### src/rtl/perf_pkg.sv
// Shared types and constants for the performance counter bank.
// PERF_SNAPSHOT_EN adds per-counter snapshot shadows.
package perf_pkg;

  typedef enum logic [1:0] {
    PERF_OFF    = 2'd0,
    PERF_LEVEL  = 2'd1,
    PERF_EDGE   = 2'd2,
    PERF_MAXRUN = 2'd3
  } perf_mode_e;

  localparam logic [1:0] SEL_CFG    = 2'd0;
  localparam logic [1:0] SEL_CNT_LO = 2'd1;
  localparam logic [1:0] SEL_CNT_HI = 2'd2;
  localparam logic [1:0] SEL_STATUS = 2'd3;

  localparam int CFG_MODE_LSB = 0;
  localparam int CFG_EN_BIT   = 2;
  localparam int CFG_IRQ_BIT  = 3;
  localparam int CFG_ESEL_LSB = 8;

  localparam logic [31:0] CFG_MASK = 32'h0000_FF0F;

  function automatic perf_mode_e cfg_mode(
    input logic [31:0] c
  );
    return perf_mode_e'(c[CFG_MODE_LSB+:2]);
  endfunction

endpackage

### src/rtl/perf_counter.sv
// One performance counter channel: config, count, run tracker, ovf.
// PERF_SNAPSHOT_EN adds a shadow copy loaded by snap.
module perf_counter
  import perf_pkg::*;
#(
  parameter int CNT_W = 48
) (
  input  logic        clk,
  input  logic        reset,
  input  logic        evt,
  input  logic        freeze,
  input  logic        snap,
  input  logic        cfg_we,
  input  logic        lo_we,
  input  logic        hi_we,
  input  logic        st_we,
  input  logic [31:0] wd,
  output logic [31:0] cfg,
  output logic [63:0] cnt_rd,
  output logic        ovf,
  output logic        irq_req
);

  localparam logic [CNT_W-1:0] ONES = '1;

  logic [CNT_W-1:0] cnt;
  logic [CNT_W-1:0] cnt_n;
  logic [CNT_W-1:0] run;
  logic [CNT_W-1:0] run_n;
  logic [CNT_W-1:0] lo_val;
  logic [CNT_W-1:0] hi_val;
  logic             prev;
  logic             wrap;
  logic             active;
  perf_mode_e       mode;

  assign mode   = cfg_mode(cfg);
  assign active = cfg[CFG_EN_BIT]
                & (mode != PERF_OFF)
                & ~freeze;

  // Preload merges one 32-bit half into the live count.
  if (CNT_W > 32) begin : g_wide
    assign lo_val = {cnt[CNT_W-1:32], wd};
    assign hi_val = {wd[CNT_W-33:0], cnt[31:0]};
  end else begin : g_narrow
    assign lo_val = wd[CNT_W-1:0];
    assign hi_val = cnt;
  end

  always_comb begin
    cnt_n = cnt;
    run_n = run;
    wrap  = 1'b0;
    if (active) begin
      unique case (1'b1)
        mode == PERF_LEVEL: begin
          if (evt) begin
            cnt_n = cnt + 1'b1;
            wrap  = (cnt == ONES);
          end
        end
        mode == PERF_EDGE: begin
          if (evt && !prev) begin
            cnt_n = cnt + 1'b1;
            wrap  = (cnt == ONES);
          end
        end
        mode == PERF_MAXRUN: begin
          if (evt) begin
            run_n = (run == ONES) ? ONES
                                  : run + 1'b1;
            if (run_n > cnt)
              cnt_n = run_n;
          end else begin
            run_n = '0;
          end
        end
        default: ;
      endcase
    end
    // A register write beats the same-cycle increment.
    if (lo_we) begin
      cnt_n = lo_val;
      wrap  = 1'b0;
    end
    if (hi_we) begin
      cnt_n = hi_val;
      wrap  = 1'b0;
    end
    if (cfg_we)
      run_n = '0;
  end

  always_ff @(posedge clk) begin
    if (reset) begin
      cfg  <= '0;
      cnt  <= '0;
      run  <= '0;
      prev <= 1'b0;
      ovf  <= 1'b0;
    end else begin
      cnt  <= cnt_n;
      run  <= run_n;
      prev <= evt;
      if (cfg_we)
        cfg <= wd & CFG_MASK;
      if (wrap)
        ovf <= 1'b1;
      else if (st_we && wd[0])
        ovf <= 1'b0;
    end
  end

  assign irq_req = ovf & cfg[CFG_IRQ_BIT];

`ifdef PERF_SNAPSHOT_EN
  logic [CNT_W-1:0] shadow;

  always_ff @(posedge clk) begin
    if (reset)
      shadow <= '0;
    else if (snap)
      shadow <= cnt_n;
  end

  assign cnt_rd = 64'(shadow);
`else
  logic unused_snap;

  assign unused_snap = snap;
  assign cnt_rd      = 64'(cnt);
`endif

endmodule

### src/rtl/perf_counter_bank.sv
// Bank of event counters with a small register port and overflow irq.
// PERF_SNAPSHOT_EN makes count reads return snapshot shadows.
module perf_counter_bank
  import perf_pkg::*;
#(
  parameter int NUM_CNT = 4,
  parameter int NUM_EVT = 32,
  parameter int CNT_W   = 48
) (
  input  logic               clk,
  input  logic               reset,
  input  logic [NUM_EVT-1:0] events,
  input  logic               freeze,
  input  logic               snap,
  input  logic               we,
  input  logic               re,
  input  logic [5:0]         addr,
  input  logic [31:0]        wd,
  output logic [31:0]        rd,
  output logic               irq
);

  logic [3:0]         idx;
  logic [1:0]         sel;
  logic [255:0]       evt_pad;
  logic [31:0]        cfg_a [NUM_CNT];
  logic [63:0]        cnt_a [NUM_CNT];
  logic [NUM_CNT-1:0] ovf_v;
  logic [NUM_CNT-1:0] irq_v;
  logic [NUM_CNT-1:0] evt_v;
  logic [31:0]        c_cfg;
  logic [63:0]        c_cnt;
  logic               c_ovf;
  logic [31:0]        rd_n;

  assign idx = addr[5:2];
  assign sel = addr[1:0];

  // Unused select codes land on zero padding.
  assign evt_pad = 256'(events);

  for (genvar i = 0; i < NUM_CNT; i++) begin : g_cnt
    logic hit;

    assign hit      = we && (idx == 4'(i));
    assign evt_v[i] = evt_pad[cfg_a[i][CFG_ESEL_LSB+:8]];

    perf_counter #(
      .CNT_W (CNT_W)
    ) u_cnt (
      .clk     (clk),
      .reset   (reset),
      .evt     (evt_v[i]),
      .freeze  (freeze),
      .snap    (snap),
      .cfg_we  (hit && (sel == SEL_CFG)),
      .lo_we   (hit && (sel == SEL_CNT_LO)),
      .hi_we   (hit && (sel == SEL_CNT_HI)),
      .st_we   (hit && (sel == SEL_STATUS)),
      .wd      (wd),
      .cfg     (cfg_a[i]),
      .cnt_rd  (cnt_a[i]),
      .ovf     (ovf_v[i]),
      .irq_req (irq_v[i])
    );
  end

  always_comb begin
    c_cfg = '0;
    c_cnt = '0;
    c_ovf = 1'b0;
    for (int i = 0; i < NUM_CNT; i++) begin
      if (idx == 4'(i)) begin
        c_cfg = cfg_a[i];
        c_cnt = cnt_a[i];
        c_ovf = ovf_v[i];
      end
    end
    rd_n = '0;
    unique case (1'b1)
      sel == SEL_CFG:    rd_n = c_cfg;
      sel == SEL_CNT_LO: rd_n = c_cnt[31:0];
      sel == SEL_CNT_HI: rd_n = c_cnt[63:32];
      sel == SEL_STATUS: rd_n = {31'd0, c_ovf};
      default:           rd_n = '0;
    endcase
  end

  always_ff @(posedge clk) begin
    if (reset) begin
      rd  <= '0;
      irq <= 1'b0;
    end else begin
      if (re)
        rd <= rd_n;
      irq <= |irq_v;
    end
  end

endmodule
### config.mk
export PLATFORM = sky130hd
export DESIGN_NAME = perf_counter_bank
export DESIGN_NICKNAME = d
export VERILOG_FILES = /design/src/rtl/perf_pkg.sv /design/src/rtl/perf_counter.sv /design/src/rtl/perf_counter_bank.sv
export SDC_FILE = /design/constraint.sdc
export NUM_CORES = 2
export LEC_CHECK = 0
export CORE_MARGIN = 2
export CORE_UTILIZATION = 45
export DETAILED_ROUTE_END_ITERATION = 8
export DONT_BUFFER_PORTS = 1
export PLACE_DENSITY = 0.65
export REMOVE_ABC_BUFFERS = 1
export SLEW_MARGIN = 20
export SYNTH_ARGS = -nofsm -noshare
export SYNTH_HDL_FRONTEND = slang
export SYNTH_HIERARCHICAL = 1
export SYNTH_SLANG_ARGS = --single-unit
### constraint.sdc
create_clock -name clk -period 11.6 [get_ports clk]
set_clock_uncertainty 0.2 [all_clocks]
set_input_delay 1.74 -clock clk [delete_from_list [all_inputs] [get_ports clk]]
set_output_delay 1.74 -clock clk [all_outputs]
set_load 0.05 [all_outputs]
=== Word-level counts from Yosys, hierarchy flattened ===
Cells that the tools add are included.

* Flip-flop bits (word level): 473
* Input port bits: 76
* Logic and storage cells: 289

* Add/subtract/negate cells: 8
* Order comparisons: 8
* Equality and inequality tests: 62
* Mux-type cells: 93
* Bitwise gates (word level): 17
* Reductions and logical operators: 75

{| class="wikitable"
|+ Operators with widths
! kind !! count
|-
| 48-bit two-way mux || 38
|-
| 48-bit one-hot mux with 3 select lines || 4
|-
| 48-bit by 1-bit adder with 48-bit output (second input constant) || 8
|-
| 48-bit == test (second input constant) || 8
|-
| 48-bit > comparator || 4
|-
| 64-bit two-way mux || 2
|-
| 32-bit one-hot mux with 4 select lines || 1
|-
| 7-bit AND reduction || 8
|-
| 16-bit two-way mux || 3
|-
| 3-bit by 1-bit inequality test with 1-bit output (second input constant) || 16
|-
| 3-bit by 2-bit inequality test with 1-bit output (second input constant) || 16
|-
| 8-bit by 9-bit < comparator with 1-bit output (second input constant) || 4
|-
| 1-bit two-way mux || 36
|-
| 1-bit binary-select mux with 8-bit select || 4
|-
| 32-bit two-way mux || 1
|-
| 2-bit nonzero test || 16
|-
| 4-bit nonzero test || 8
|-
| 1-bit logical AND || 28
|-
| 2-bit == test (second input constant) || 10
|-
| 1-bit bitwise AND || 12
|-
| 2-bit by 1-bit == test with 1-bit output (second input constant) || 5
|-
| 4-bit by 2-bit == test with 1-bit output (second input constant) || 2
|-
| 2-bit inequality test (second input constant) || 4
|-
| 1-bit one-hot mux with 2 select lines || 4
|-
| 8 further kinds || 21
|}

=== Logic depth before layout (Yosys ltp) ===
* Depth after elaboration: 9
* Gate-level depth with buffers: 20

=== Cells and area by module ===
Netlist, hierarchy kept.

{| class="wikitable"
|+ Modules (own cells, without submodules)
! module !! instances !! cells an instance !! area each (µm²) !! sequential area each (µm²)
|-
| perf_counter at g_cnt[0].u_cnt ... || 2 || 1155 || 8506.9 || 2202.1
|-
| perf_counter at g_cnt[1].u_cnt || 1 || 1192 || 8977.4 || 2202.1
|-
| perf_counter at g_cnt[3].u_cnt || 1 || 1138 || 8777.2 || 2202.1
|-
| perf_counter_bank || 1 || 631 || 5591.6 || 660.6
|}

=== Worst setup path before layout ===
OpenSTA, ideal clock, no wires.

* Path kind: register -> register
* From: register g_cnt[1].u_cnt.run[8]
* To: register g_cnt[1].u_cnt.cnt[42]
* Setup time: 0.072 ns
* Data arrival time: 4.431 ns
* Data required time: 11.328 ns
* Slack: 6.898 ns
* Stages on the path, launching flop included: 19
* Clock period less this slack: 4.702 ns
* Cells stage by stage: dfxtp_1 > buf_2 > nand4_2 > or4_4 > buf_6 > nor4_4 > nand4_4 > buf_6 > nand2_1 > o22a_1 > ha_1 > nand4_1 > or4_1 > nor4_1 > nor3_1 > a21boi_0 > nor3_1 > buf_2 > mux2i_1

* Cells in the longest elaborated chain, start to end: 8
* Elaborated cells on any way between the ends: 12
* Those cells by class: add/sub: 1; order compare: 1; eq/ne: 2; mux: 7; reduce/logical: 1

{| class="wikitable"
|+ RTL lines
! element !! RTL line !! RTL
|-
| start: declaration || perf_counter.sv:28 || <nowiki>logic [CNT_W-1:0] run;</nowiki>
|-
| start signal: assignment || perf_counter.sv:104 || <nowiki>run <= run_n;</nowiki>
|-
| 48-bit by 1-bit adder with 48-bit output or 48-bit == test (tied branches) || perf_counter.sv:72, perf_counter.sv:71 ||
|-
| 48-bit two-way mux * || perf_counter.sv:71 || <nowiki>run_n = (run == ONES) ? ONES</nowiki>
|-
| branches (longest 6 deep; another with 48-bit > comparator) || -- ||
|-
| end signal: assignment || perf_counter.sv:103 || <nowiki>cnt <= cnt_n;</nowiki>
|-
| end: declaration || perf_counter.sv:26 || <nowiki>logic [CNT_W-1:0] cnt;</nowiki>
|}

Mark *: on every way between the ends. The select of a mux whose other input is x is not followed.
A chain may end at the register's enable or synchronous reset.

=== Worst setup path in the final report ===
* From: register g_cnt[2].u_cnt.run[0]
* To: register g_cnt[2].u_cnt.cnt[8]

* Cells in the longest elaborated chain, start to end: 7
* Elaborated cells on any way between the ends: 11
* Those cells by class: add/sub: 1; order compare: 1; eq/ne: 2; mux: 6; reduce/logical: 1

{| class="wikitable"
|+ RTL lines
! element !! RTL line
|-
| start: declaration || perf_counter.sv:28
|-
| start signal: assignment || perf_counter.sv:104
|-
| 48-bit by 1-bit adder with 48-bit output or 48-bit == test (tied branches) || perf_counter.sv:72, perf_counter.sv:71
|-
| 48-bit two-way mux * || perf_counter.sv:71
|-
| branches (longest 5 deep; another with 48-bit > comparator) || --
|-
| end signal: assignment || perf_counter.sv:103
|-
| end: declaration || perf_counter.sv:26
|}

Marks and branches as above.

==> impl_metrics.csv <==
group,metric,value,unit
timing,rsz0062_at_grt,"no",
yosys,synth_seq_cells,473,
yosys,seq_area_frac_synth,0.235,
place,dp_cells,6140,
clock_network,cts_setup_buffers,0,
yosys,yosysWarnings,6,
floorplan,dieArea,92100,um2
yosys,synth_compound_area_frac,0.241,
global_route,grtUsageMet3,0.103,
cells_and_area,syn2layout_area_growth,4.85,%
timing,holdWs,294,ps
clock_network,cts.sinks,473,
power,p_leak,15.0,nW
yosys,synthSimpleGateAreaFrac,0.240,
timing,fmax,153,MHz
yosys,yosysTopAreaCellShare,0.235,
yosys,ys_types,101,
run_status,status,"finished, final reports clean",
yosys,muxShareOfSynthArea,0.0757,
yosys,synth_fa_ha_area_frac,0.0670,
yosys,synth_edf_count,0,
floorplan,core.rowCount,109,
clock_network,clockBufferDepth,3,
yosys,synth_top_family_by_area,"compound AO/OA/AOI/OAI gates",
timing,slew_headroom,0.120,
drt,drc,0,
timing,layout_min_cycle_time,6520,ps
worst_setup_path,crit_slowest_cell,"nor4_1",
timing,finalSetupTns,0,ps
clock_network,ctsResizeCount,0,
floorplan,io_pins,109,
place,gp_congestion,1.00,
timing,finalSetupViolations,0,
clock_network,cts_tree,"yes",
yosys,async_flop_share,0,
timing,fin_crit_sh,0.562,
timing,worst_pin_slew,1310,ps
worst_setup_path,startpoint_type,"flip-flop",
timing,finalMaxSlewViolations,0,
clock_network,cts_max_level,2,
yosys,synth_area_leaders,"dfxtp_1 23%, ha_1 6.7%, nor2_1 4.8%",
global_route,grt_util_met2,0.473,
global_route,antenna_found_initial,17,
timing,fin_ws,5080,ps
cells_and_area,drive_gt1_frac,0.0781,
yosys,avgSynthCellArea,7.66,um2
floorplan,initial_core_util,0.455,
drt,wirelength,163000,um
flow_run,max_cap_violations,0,
place,place_hpwl,115000,um
yosys,yosysTopAreaCell,"dfxtp_1",
worst_setup_path,slowest_delay,740,ps
drt,vias_per_cell,6.64,
cells_and_area,final_cells,6263,
floorplan,core_area,88600,um2
clock_network,cts_root_buf,"clkbuf_16",
global_route,grt_max_degree,267,
floorplan,die_h,303,um
drt,wire_per_inst,25.9,um
floorplan,die_x,303,um
global_route,grt_busiest_layer,"met1",
worst_setup_path,crit_chain,"ha_1, nand3_1, nor2_1, and4_1, nand2b_2, buf_4, a31oi_1, ha_1, nand4_1, nor4_1, o21ai_0, o21a_1, nor2_2, buf_4, a311oi_1",
global_route,grt_overflow_total,0,
worst_setup_path,cp_max_fo,30,
worst_setup_path,critical_path_arrival,6820,ps
yosys,synthCells,5271,
global_route,grtUsageMet1,0.474,
worst_setup_path,cp_top_family,"simple AND/OR/NAND/NOR gates",
drt,via_count,41600,
power,ir_drop,0.000107,V
worst_setup_path,crit_type,"flip-flop to flip-flop",
place,port_buffers,0,
worst_setup_path,required,11900,ps
hold_path,hold_path_class,"flip-flop to flip-flop",
global_route,grt_usage,0.341,
drt,antenna_left,0,
drt,drt_iter0_drc,5652,
place,place_ws,5480,ps
cells_and_area,finalNetCount,5326,
clock_network,clock_latency,670,ps
clock_network,cts_hold_buffers,0,
clock_network,cts_buffers,57,
power,powerDensity,89.0,nW/um2
worst_setup_path,cp_num_buf_inv,2,
yosys,syn-cell-area,40400,um2
clock_network,clkTransAtPathRegs,70,ps
worst_setup_path,end_kind,"flip-flop",
yosys,ys.flop_type,"dfxtp_1",
yosys,synth_xor_area_frac,0.0525,
timing,finalHoldViolCount,0,
global_route,grt_pass1_wl,241000,um
drt,first_pass_iters,8,
global_route,grt_pass1_vias,36600,
report_power, final:
part           internal [mW]  switching, mW  total [mW]
clock                   1.10          0.823        1.92
combinational         0.0705         0.0971       0.168
sequential              1.64         0.0443        1.68
through the flow:
stage	area, um2	total power [mW]	utilization
final	42300	3.77	0.477
after global routing	42300	3.85	0.477
after global placement	40300	1.87	0.455
after detailed placement	40300	1.88	0.455
after CTS	42300	3.77	0.477
after floorplan	38300	1.82	-
kinds of logic (layout without fill, tap and decap cells):
logic type | Yosys count | after routing
flops | 473 | 473
other cells | 4 | 161
xor+xnor | 242 | 242
compound gates | 1405 | 1405
fa+ha+maj | 216 | 216
buf+inv | 759 | 429
mux | 252 | 252
simple gates | 1920 | 1920
layout make-up:
type	count	area, um2
antenna	17	42.5
clock inverter	26	319
clock buffer	80	1600
tap	1165	1460
inverter	264	991
sequential	473	9470
timing repair buffer	59	443
multi-input combinational	4179	28000
fill	8770	46300
layout by cell type, fill, tap and decap left out, types with 40 or more instances in the layout:
cell and n:
mux2_2 56, inv_1 259, a22oi_1 195, nand2_1 463, clkbuf_16 57, nor3_1 178, a311oi_1 83, nor4_1 65
dfxtp_1 473, o211ai_1 42, ha_1 215, conb_1 144, a21oi_1 357, o31ai_1 40, or3_1 48, a31oi_1 47
nand3_1 210, mux2i_1 159, and3_1 57, buf_4 59, xor2_1 62, nor2_1 498, o21ai_0 165, xnor2_1 180
a211oi_1 100, and4_1 45, nand4_1 150
per-layer routing:
layer / part of all wire / vias to the layer above
met5: 0.0011 / -
met3: 0.13 / 447
met2: 0.40 / 2348
li1: - / 18900
met1: 0.41 / 19800
met4: 0.054 / 26
Yosys cell counts (all sizes together), types with 17 or more instances:
cell type / n
dfxtp: 473
a22oi: 195
clkbuf: 247
a41oi: 22
or2: 17
nor3: 190
a21o: 21
o21bai: 20
o221a: 18
nand2: 474
or3: 49
a311oi: 89
o31ai: 40
a21oi: 358
o22ai: 24
o211ai: 42
a221oi: 38
mux2: 56
buf: 248
inv: 260
xnor2: 180
nor4: 75
nor2b: 25
mux4: 37
a31oi: 49
ha: 216
or4: 25
nor2: 516
nand3: 214
o32ai: 24
o21a: 18
nand4: 166
a211oi: 110
and4: 48
xor2: 62
and3: 57
mux2i: 159
o21ai: 189
and2: 31
tightest hold or removal path: cells and delay by family, from the launching register on:
family / cells / cell delay, ps
flip-flops: 1 / 330
AND/OR/NAND/NOR: 1 / 60
AO/OA/AOI/OAI: 1 / 50
worst paths after layout:
path,start,end,slack (ps),depth (start not counted)
worst max register to register,g_cnt[2].u_cnt/run[0]$_SDFFE_PP0P_,g_cnt[2].u_cnt/cnt[8]$_SDFFE_PP0P_,5080,15
worst min-delay path,g_cnt[1].u_cnt/ovf$_SDFFE_PP0P_,g_cnt[1].u_cnt/ovf$_SDFFE_PP0P_,290,2
worst max-delay path,g_cnt[2].u_cnt/run[0]$_SDFFE_PP0P_,g_cnt[2].u_cnt/cnt[8]$_SDFFE_PP0P_,5080,15
worst min register to register,g_cnt[1].u_cnt/ovf$_SDFFE_PP0P_,g_cnt[1].u_cnt/ovf$_SDFFE_PP0P_,290,2
state kept, by name, summed over array words and instances, names as in the netlist:
signal            cells
g_cnt.u_cnt/cnt     192
g_cnt.u_cnt/run     192
g_cnt.u_cnt/cfg      48
rd                   32
g_cnt.u_cnt/ovf       4
g_cnt.u_cnt/prev      4
irq                   1
Power figures use the tool's default switching activity.
